===== src/rtl/spi_master_tx_pkg.sv =====
// Shared types and constants for the SPI master datapath.
// Holds the FSM state encoding and the half-period timer width helper.
package spi_pkg;

    localparam int unsigned SPI_MODE = 0;
    localparam int unsigned SPI_BITS = 8;

    typedef enum logic [2:0] {
        IDLE,
        SETUP,
        HIGH,
        LOW,
        TAIL,
        HOLD,
        GAP
    } state_t;

    // One extra bit keeps the width non-zero when the divider is 1.
    function automatic int unsigned timer_width(input int unsigned clk_div);
        return $unsigned($clog2(clk_div)) + 32'd1;
    endfunction

endpackage


===== src/rtl/spi_master_tx_if.sv =====
// Byte handshake plus SPI pin bundle between a byte producer and spi_master_tx.
// The master modport is the producer side, the slave modport is the transmitter.
interface spi_master_tx_if;
    import spi_pkg::*;

    logic [SPI_BITS-1:0] txByte;
    logic                txValid;
    logic                txReady;
    logic                SPISignals_SCLK;
    logic                SPISignals_MOSI;
    logic                SPISignals_SS;
    logic                busy;
    logic                done;

    modport master (
        output txByte, txValid,
        input  txReady, SPISignals_SCLK, SPISignals_MOSI, SPISignals_SS, busy, done
    );

    modport slave (
        input  txByte, txValid,
        output txReady, SPISignals_SCLK, SPISignals_MOSI, SPISignals_SS, busy, done
    );

endinterface


===== src/rtl/spi_master_tx_timer.sv =====
// Half-period timer: counts CLK_DIV cycles per state and flags the final one.
// tick_o is registered; restart_i starts a fresh period on the next cycle.
module spi_half_period_timer
    import spi_pkg::*;
#(
    parameter int unsigned CLK_DIV = 4,
    parameter int unsigned W       = timer_width(CLK_DIV)
) (
    input  logic clock,
    input  logic reset,
    input  logic clear_i,
    input  logic restart_i,
    output logic tick_o
);

    localparam logic [W-1:0] LAST = W'(CLK_DIV - 1);

    logic [W-1:0] cnt_q, cnt_d;
    logic         tick_q, tick_d;

    // Wrap at LAST; tick is precomputed for the cycle the count lands on LAST.
    always_comb begin
        cnt_d = cnt_q;
        if (clear_i || restart_i) begin
            cnt_d = '0;
        end else if (cnt_q == LAST) begin
            cnt_d = '0;
        end else begin
            cnt_d = cnt_q + W'(1);
        end
        tick_d = !clear_i && (cnt_d == LAST);
    end

    always_ff @(posedge clock) begin
        if (reset) begin
            cnt_q  <= '0;
            tick_q <= 1'b0;
        end else begin
            cnt_q  <= cnt_d;
            tick_q <= tick_d;
        end
    end

    assign tick_o = tick_q;

endmodule


===== src/rtl/spi_master_tx.sv =====
// SPI mode-0 master transmitter: bytes in on valid/ready, MSB-first out on MOSI.
// Back-to-back bytes accepted in the last TAIL cycle share one SS-low burst.
module spi_master_tx
    import spi_pkg::*;
#(
    parameter int unsigned CLK_DIV = 4,
    parameter int unsigned BITS    = SPI_BITS
) (
    input  logic           clock,
    input  logic           reset,
    spi_master_tx_if.slave io
);

    localparam int unsigned    TW       = timer_width(CLK_DIV);
    localparam int unsigned    BCW      = $clog2(BITS);
    localparam logic [BCW-1:0] LAST_BIT = BCW'(BITS - 1);

    state_t          state_q, state_d;
    logic [BITS-1:0] shreg_q, shreg_d;
    logic [BCW-1:0]  bit_cnt_q, bit_cnt_d;
    logic            sclk_q, sclk_d;
    logic            ss_q, ss_d;
    logic            busy_q, busy_d;
    logic            done_q, done_d;
    logic            tick;
    logic            tx_ready_c;
    logic            accept_c;
    logic            timer_clear_c;
    logic            timer_restart_c;

    assign timer_clear_c   = (state_d == IDLE);
    assign timer_restart_c = (state_d != state_q);

    spi_half_period_timer #(
        .CLK_DIV (CLK_DIV),
        .W       (TW)
    ) u_timer (
        .clock     (clock),
        .reset     (reset),
        .clear_i   (timer_clear_c),
        .restart_i (timer_restart_c),
        .tick_o    (tick)
    );

    assign tx_ready_c = !reset && ((state_q == IDLE) || ((state_q == TAIL) && tick));
    assign accept_c   = tx_ready_c && io.txValid;

    // Next state, shift register and the registered pin levels for the next cycle.
    always_comb begin
        state_d   = state_q;
        shreg_d   = shreg_q;
        bit_cnt_d = bit_cnt_q;

        case (state_q)
            IDLE: begin
                if (accept_c) begin
                    shreg_d   = BITS'(io.txByte);
                    bit_cnt_d = '0;
                    state_d   = SETUP;
                end
            end
            SETUP: begin
                if (tick) state_d = HIGH;
            end
            HIGH: begin
                if (tick) begin
                    if (bit_cnt_q == LAST_BIT) begin
                        bit_cnt_d = '0;
                        state_d   = TAIL;
                    end else begin
                        bit_cnt_d = bit_cnt_q + BCW'(1);
                        shreg_d   = {shreg_q[BITS-2:0], 1'b0};
                        state_d   = LOW;
                    end
                end
            end
            LOW: begin
                if (tick) state_d = HIGH;
            end
            TAIL: begin
                if (tick) begin
                    if (accept_c) begin
                        shreg_d   = BITS'(io.txByte);
                        bit_cnt_d = '0;
                        state_d   = SETUP;
                    end else begin
                        state_d = HOLD;
                    end
                end
            end
            HOLD: begin
                if (tick) begin
                    shreg_d = '0;
                    state_d = GAP;
                end
            end
            GAP: begin
                if (tick) state_d = IDLE;
            end
            default: begin
                shreg_d   = '0;
                bit_cnt_d = '0;
                state_d   = IDLE;
            end
        endcase

        sclk_d = (state_d == HIGH);
        ss_d   = (state_d == IDLE) || (state_d == GAP);
        busy_d = (state_d != IDLE);
        done_d = (state_q == TAIL) && tick;
    end

    always_ff @(posedge clock) begin
        if (reset) begin
            state_q   <= IDLE;
            shreg_q   <= '0;
            bit_cnt_q <= '0;
            sclk_q    <= 1'b0;
            ss_q      <= 1'b1;
            busy_q    <= 1'b0;
            done_q    <= 1'b0;
        end else begin
            state_q   <= state_d;
            shreg_q   <= shreg_d;
            bit_cnt_q <= bit_cnt_d;
            sclk_q    <= sclk_d;
            ss_q      <= ss_d;
            busy_q    <= busy_d;
            done_q    <= done_d;
        end
    end

    assign io.txReady         = tx_ready_c;
    assign io.SPISignals_SCLK = sclk_q;
    assign io.SPISignals_MOSI = shreg_q[BITS-1];
    assign io.SPISignals_SS   = ss_q;
    assign io.busy            = busy_q;
    assign io.done            = done_q;

endmodule


===== src/flat_wrapper.sv =====
// flat-port wrapper written by rule: the top's interface ports become plain ports
module spi_master_tx_flat import spi_pkg::*;
#(
    parameter int unsigned CLK_DIV = 4,
    parameter int unsigned BITS    = SPI_BITS
)
  (clock, reset, io_txByte, io_txValid, io_txReady, io_SPISignals_SCLK, io_SPISignals_MOSI, io_SPISignals_SS, io_busy, io_done);
  spi_master_tx_if io_i ();
  input  logic clock;
  input  logic reset;
  input wire logic [$bits(io_i.txByte)-1:0] io_txByte;
  input wire logic [$bits(io_i.txValid)-1:0] io_txValid;
  output wire logic [$bits(io_i.txReady)-1:0] io_txReady;
  output wire logic [$bits(io_i.SPISignals_SCLK)-1:0] io_SPISignals_SCLK;
  output wire logic [$bits(io_i.SPISignals_MOSI)-1:0] io_SPISignals_MOSI;
  output wire logic [$bits(io_i.SPISignals_SS)-1:0] io_SPISignals_SS;
  output wire logic [$bits(io_i.busy)-1:0] io_busy;
  output wire logic [$bits(io_i.done)-1:0] io_done;
  assign io_i.txByte = io_txByte;
  assign io_i.txValid = io_txValid;
  assign io_txReady = io_i.txReady;
  assign io_SPISignals_SCLK = io_i.SPISignals_SCLK;
  assign io_SPISignals_MOSI = io_i.SPISignals_MOSI;
  assign io_SPISignals_SS = io_i.SPISignals_SS;
  assign io_busy = io_i.busy;
  assign io_done = io_i.done;
  spi_master_tx #(.CLK_DIV(CLK_DIV), .BITS(BITS)) u_core (.clock(clock), .reset(reset), .io(io_i));
endmodule

===== config.mk =====
export PLATFORM = sky130hd
export DESIGN_NAME = spi_master_tx_flat
export DESIGN_NICKNAME = d
export VERILOG_FILES = /design/src/rtl/spi_master_tx_pkg.sv /design/src/rtl/spi_master_tx_if.sv /design/src/rtl/spi_master_tx_timer.sv /design/src/rtl/spi_master_tx.sv /design/src/flat_wrapper.sv
export SDC_FILE = /design/constraint.sdc
export NUM_CORES = 1
export LEC_CHECK = 0
export ABC_AREA = 1
export CAP_MARGIN = 20
export CORE_UTILIZATION = 50
export CTS_CLUSTER_DIAMETER = 60
export DETAILED_ROUTE_END_ITERATION = 7
export DONT_BUFFER_PORTS = 1
export GPL_TIMING_DRIVEN = 0
export HOLD_SLACK_MARGIN = 0.05
export PLACE_DENSITY = 0.67
export SYNTH_ARGS = -nofsm -noshare
export SYNTH_HDL_FRONTEND = slang
export SYNTH_SLANG_ARGS = --single-unit

===== constraint.sdc =====
create_clock -name clock -period 3.8 [get_ports clock]
set_input_delay 0.38 -clock clock [delete_from_list [all_inputs] [get_ports clock]]
set_output_delay 0.38 -clock clock [all_outputs]
set_load 0.02 [all_outputs]

After elaboration in Yosys (flattened, before gate mapping)
Index checks and enable logic that the tools add are counted.
Widths: inputs -> output; s select.
{"block": "word_totals", "reg_bits": 22, "latch_bits": 0, "input_bits": 11, "elab_cells": 68, "mem_count": 0, "ramBits": 0, "mem_bits_ro": 0}
{"block": "op_classes", "reduce_logical": 17, "n_shift": 0, "eq_ne": 16, "mux": 22, "bitwise": 2, "add_sub_neg": 2, "magnitude_cmp": 0, "n_mul": 0, "div": 0}
{"op": "$mux 3", "n": 14}
{"op": "$mux 8", "n": 5}
{"op": "$pmux 8 s5", "n": 1}
{"op": "$pmux 3 s6", "n": 1}
{"op": "$eq 3x2->1 const B", "n": 5}
{"op": "$eq 3x3->1 const B", "n": 5}
{"op": "$pmux 3 s4", "n": 1}
{"op": "$ne 2x2->1 const B", "n": 4}
{"op": "$add 3x1->3 const B", "n": 2}
{"op": "$logic_not 3->1", "n": 2}
{"op": "$reduce_and 5->1", "n": 1}
{"op": "$logic_and 1x1->1", "n": 4}
{"op": "$reduce_or 4->1", "n": 1}
{"op": "$eq 3x1->1 const B", "n": 1}
{"op": "$logic_or 1x1->1", "n": 3}
{"op": "$ne 3x3->1", "n": 1}
{"op": "$reduce_and 3->1", "n": 1}
{"op": "$reduce_bool 3->1", "n": 1}
{"op": "$reduce_or 3->1", "n": 1}
{"op": "$logic_not 1->1", "n": 2}
{"op": "$not 1->1", "n": 2}
{"op": "$reduce_or 2->1", "n": 1}

Longest topological paths before layout
{"block": "logic_depth", "ltp_word": 13, "ltp_mapped": 14, "mapped_depth_nobuf": 14}

Modules after synthesis
Synthesis repeated with hierarchy kept, for this count alone.
{"block": "unflattened", "hier_cells": 199, "area_unflattened_um2": 1278.7}
{"module": "spi_master_tx", "n_inst": 1, "area_each_um2": 1111.1, "cells_per_inst": 178}
{"module": "spi_half_period_timer", "n_inst": 1, "area_each_um2": 167.7, "cells_per_inst": 21}

Worst setup path after synthesis
No wires, ideal clock.
{"block": "synth_path", "kind": "register to output", "startpoint": "register u_core.state_q[1]", "endpoint": "output port io_txReady", "arrival_ns": 1.223, "stages_incl_launch_ff": 5, "setup_slack_ns": 2.197, "path_buffers": 1, "cell_sequence": "dfxtp_1 nor2_1 buf_4 inv_1 nor3_1"}
{"block": "synth_between", "elab_chain_len": 4, "elab_cells_between_ends": 5, "cone_classes": "eq/ne: 1; reduce/logical: 4"}
{"element": "from (decl)", "line_no": "spi_master_tx.sv:18", "source": "state_t state_q, state_d;"}
{"element": "from (signal assigned)", "line_no": "spi_master_tx.sv:123", "source": "state_q <= state_d;"}
{"element": "$eq 3x3->1", "line_no": "spi_master_tx.sv:45", "source": "assign tx_ready_c = !reset && ((state_q == IDLE) || ((state_q == TAIL) && tick));"}
{"element": "$logic_and 1x1->1", "line_no": "spi_master_tx.sv:45"}
{"element": "$logic_or 1x1->1 *", "line_no": "spi_master_tx.sv:45"}
{"element": "$logic_and 1x1->1 *", "line_no": "spi_master_tx.sv:45"}
{"element": "to (decl)", "line_no": "flat_wrapper.sv:13", "source": "output wire logic [$bits(io_i.txReady)-1:0] io_txReady;"}
Mark *: on every way between the ends. The rest lies on a longest branch, timed or not.

Worst setup path after layout
Ends and elaborated chain as after synthesis.

==> qor.csv <==
metric,value,unit
status,completed,
RR Startpoint,u_core.bit_cnt_q[0],
nets@finish,181,
DR iter-0 viols,53,
Final Setup Violations,0,
DP HPWL,1790,um
Initial Util,53.0,%
DR vias,1058,
via/cell ratio,5.45,
Mapped Cells,162,
Die ar.,2520,um2
hold path cells,1,
largest net degree at the start of global routing,14,
crit path DAT,1.77,ns
count of cell types in the netlist,29,
"flops & latches, synth",22,
syn_area_per_cell,7.17,um2
WHS Endpoint,u_core.state_q[1],
Max-Cap Viols,0,
CTS Buffer Depth,2,
DR WL/cell,12.5,um
H-tree depth,1,
CP startpoint kind,register,
chip width,50.2,um
first-pass GRT wire length,4220,um
Slew Limit Headroom,56.5,%
setup TNS,0,ns
Clk pwr share,36.4,%
Area Overhead vs Synth,7.54,%
combinational group share of total power,13.4,%
hold_sp,reset,
floorplan core area,2190,um2
CTS tree,yes,
share of layout cells above drive strength 1,13.9,%
FMAX,0.465,GHz
final instance area,1250,um2
sequential area share after synthesis,37.9,%
Worst Path Required,3.42,ns
grt total ovfl,0,
fin crit share,56.5,%
Post-CTS Hold Buffers,0,
clock slew at reported path FFs,0.13,ns
Post-DP Area,1200,um2
# diodes,0,
DRT antenna net count,0,
Mapped Area,1160,um2
clock tree sinks,22,
Setup Crit Path Kind,register to output pin,
Tmin final,2.15,ns
Psw,0.000130,W
CP max FO,10,
PwrDens,405,nW/um2
Min-Delay Path Class,input pin to register,
final core utilization,57.0,%
VDD IR max,0.000209,V
internal power,0.000376,W
root buf cell,clkbuf_4,
initial antenna violation count,0,
total leakage power,0.566,nW
RSZ-0062 raised after global routing,no,
# IOs,17,
Post-route DRC,0,
R2R depth,12,
Hold Slack,0.120,ns
terminus of the critical flop-to-flop path,u_core.u_timer.tick_o,
count of input and output buffers,0,
Pre-Repair DR Iteration Count,4,
"commonest non-fill, non-tap cell in the layout",nand2_1,
vias in the first global route,1020,
crit path capture type,output pin,
Syn Nets,176,
Hold Fails Final Rpt,0,
total CTS buffers,3,
Cell Rows,17,
post-CTS setup buffers,0,
total track usage,22.2,%
die height,50.2,um
Synth warnings,0,
post-cts sizing count,0,
clk_lat worst skew,0.32,ns
most frequent cells in the layout,"nand2_1, inv_1, dfxtp_1",
Max Slew Vio Count,0,
placer congestion estimate,0.898,
share of power burned in registers,50.2,%
worst slew pin tran,0.648,ns
R2R Setup Slk,2.03,ns
Setup Skew,0.00778,ns
Sw Ratio,25.7,%
total wire length,2430,um
-- worst max path at each step --
| stage | startpoint | to | slack, ns | cells after the start |
|---|---|---|---|---|
| after floorplan | u_core.state_q[1] | io_txReady | 2.20 | 4 |
| after global placement | u_core.state_q[1] | io_txReady | 2.04 | 4 |
| after detailed placement | u_core.state_q[1] | io_txReady | 2.04 | 4 |
| after CTS | u_core.state_q[1] | io_txReady | 1.66 | 4 |
| after global routing | u_core.state_q[1] | io_txReady | 1.60 | 4 |
| final | u_core.state_q[1] | io_txReady | 1.65 | 4 |
-- synth_stat cells (all sizes together) --
cell type  count  area (um2)
o31ai          1        7.51
nor3           2        10.0
nand2         29         116
and3           1        6.26
nor3b          1        7.51
nand3         14        95.1
buf            4        35.0
nand4          1        6.26
o21a           1        7.51
a31oi          1        6.26
dfxtp         22         440
mux2i          1        10.0
a21oi         13        65.1
o21ai         17        96.3
o211ai         1        7.51
ha             3        37.5
inv           24        90.1
clkbuf         2        7.51
o21bai         1        7.51
nor2          23         101
-- critical path: stages (launching register included) --
cell	delay (ns)
dfxtp_1	0.41
nor2_1	0.27
buf_4	0.22
inv_1	0.05
nor3_1	0.50
-- power by group through the flow --
stage,combinational (W),clock (W),sequential (W)
global placement,0.0000654,0,0.000259
CTS,0.0000683,0.000187,0.000254
floorplan,0.0000562,0,0.000258
finish,0.0000675,0.000184,0.000254
global route,0.0000786,0.000193,0.000256
detailed placement,0.0000679,0,0.000259
-- registers in the layout, summed over array words and instances, names as in the netlist --
register and flops:
u_core.u_timer.cnt_q 3, u_core.bit_cnt_q 3, u_core.io.SPISignals_SCLK 1, u_core.shreg_q 8, u_core.io.busy 1, u_core.io.SPISignals_SS 1, u_core.state_q 3, u_core.u_timer.tick_o 1
u_core.io.done 1
-- stage by stage --
step	cells	total power (W)	worst slack, ns
after detailed placement	190	0.000327	2.04
after floorplan	162	0.000314	2.20
after CTS	194	0.000510	1.66
after global routing	194	0.000528	1.60
final	194	0.000506	1.65
after global placement	190	0.000324	2.04
-- layout make-up --
type / instances / area (um2)
Buffer: 6 / 42.5
Tap cell: 28 / 35.0
Sequential cell: 22 / 440
Clock inverter: 1 / 30.0
Multi-Input combinational cell: 110 / 588
Inverter: 24 / 90.1
Clock buffer: 3 / 22.5
Fill cell: 212 / 942
-- metal layers --
layer | global-route usage, % | share of wire, % | vias to the layer above
met1 | 24.3 | 41 | 473
met4 | 11.0 | 1.9 | 0
met3 | 3.94 | 7.3 | 7
met2 | 40.4 | 49 | 45
met5 | 0 | 0 | -
li1 | - | - | 533
-- cell families after synthesis --
group | count (synthesis) | synth area share, %
simple gates | 71 | 29.5
compound gates | 35 | 17.0
buf+inv | 30 | 11.4
flops | 22 | 37.9
fa+ha+maj | 3 | 3.23
mux | 1 | 0.862
Note: power is estimated with default switching activity, not from simulation.
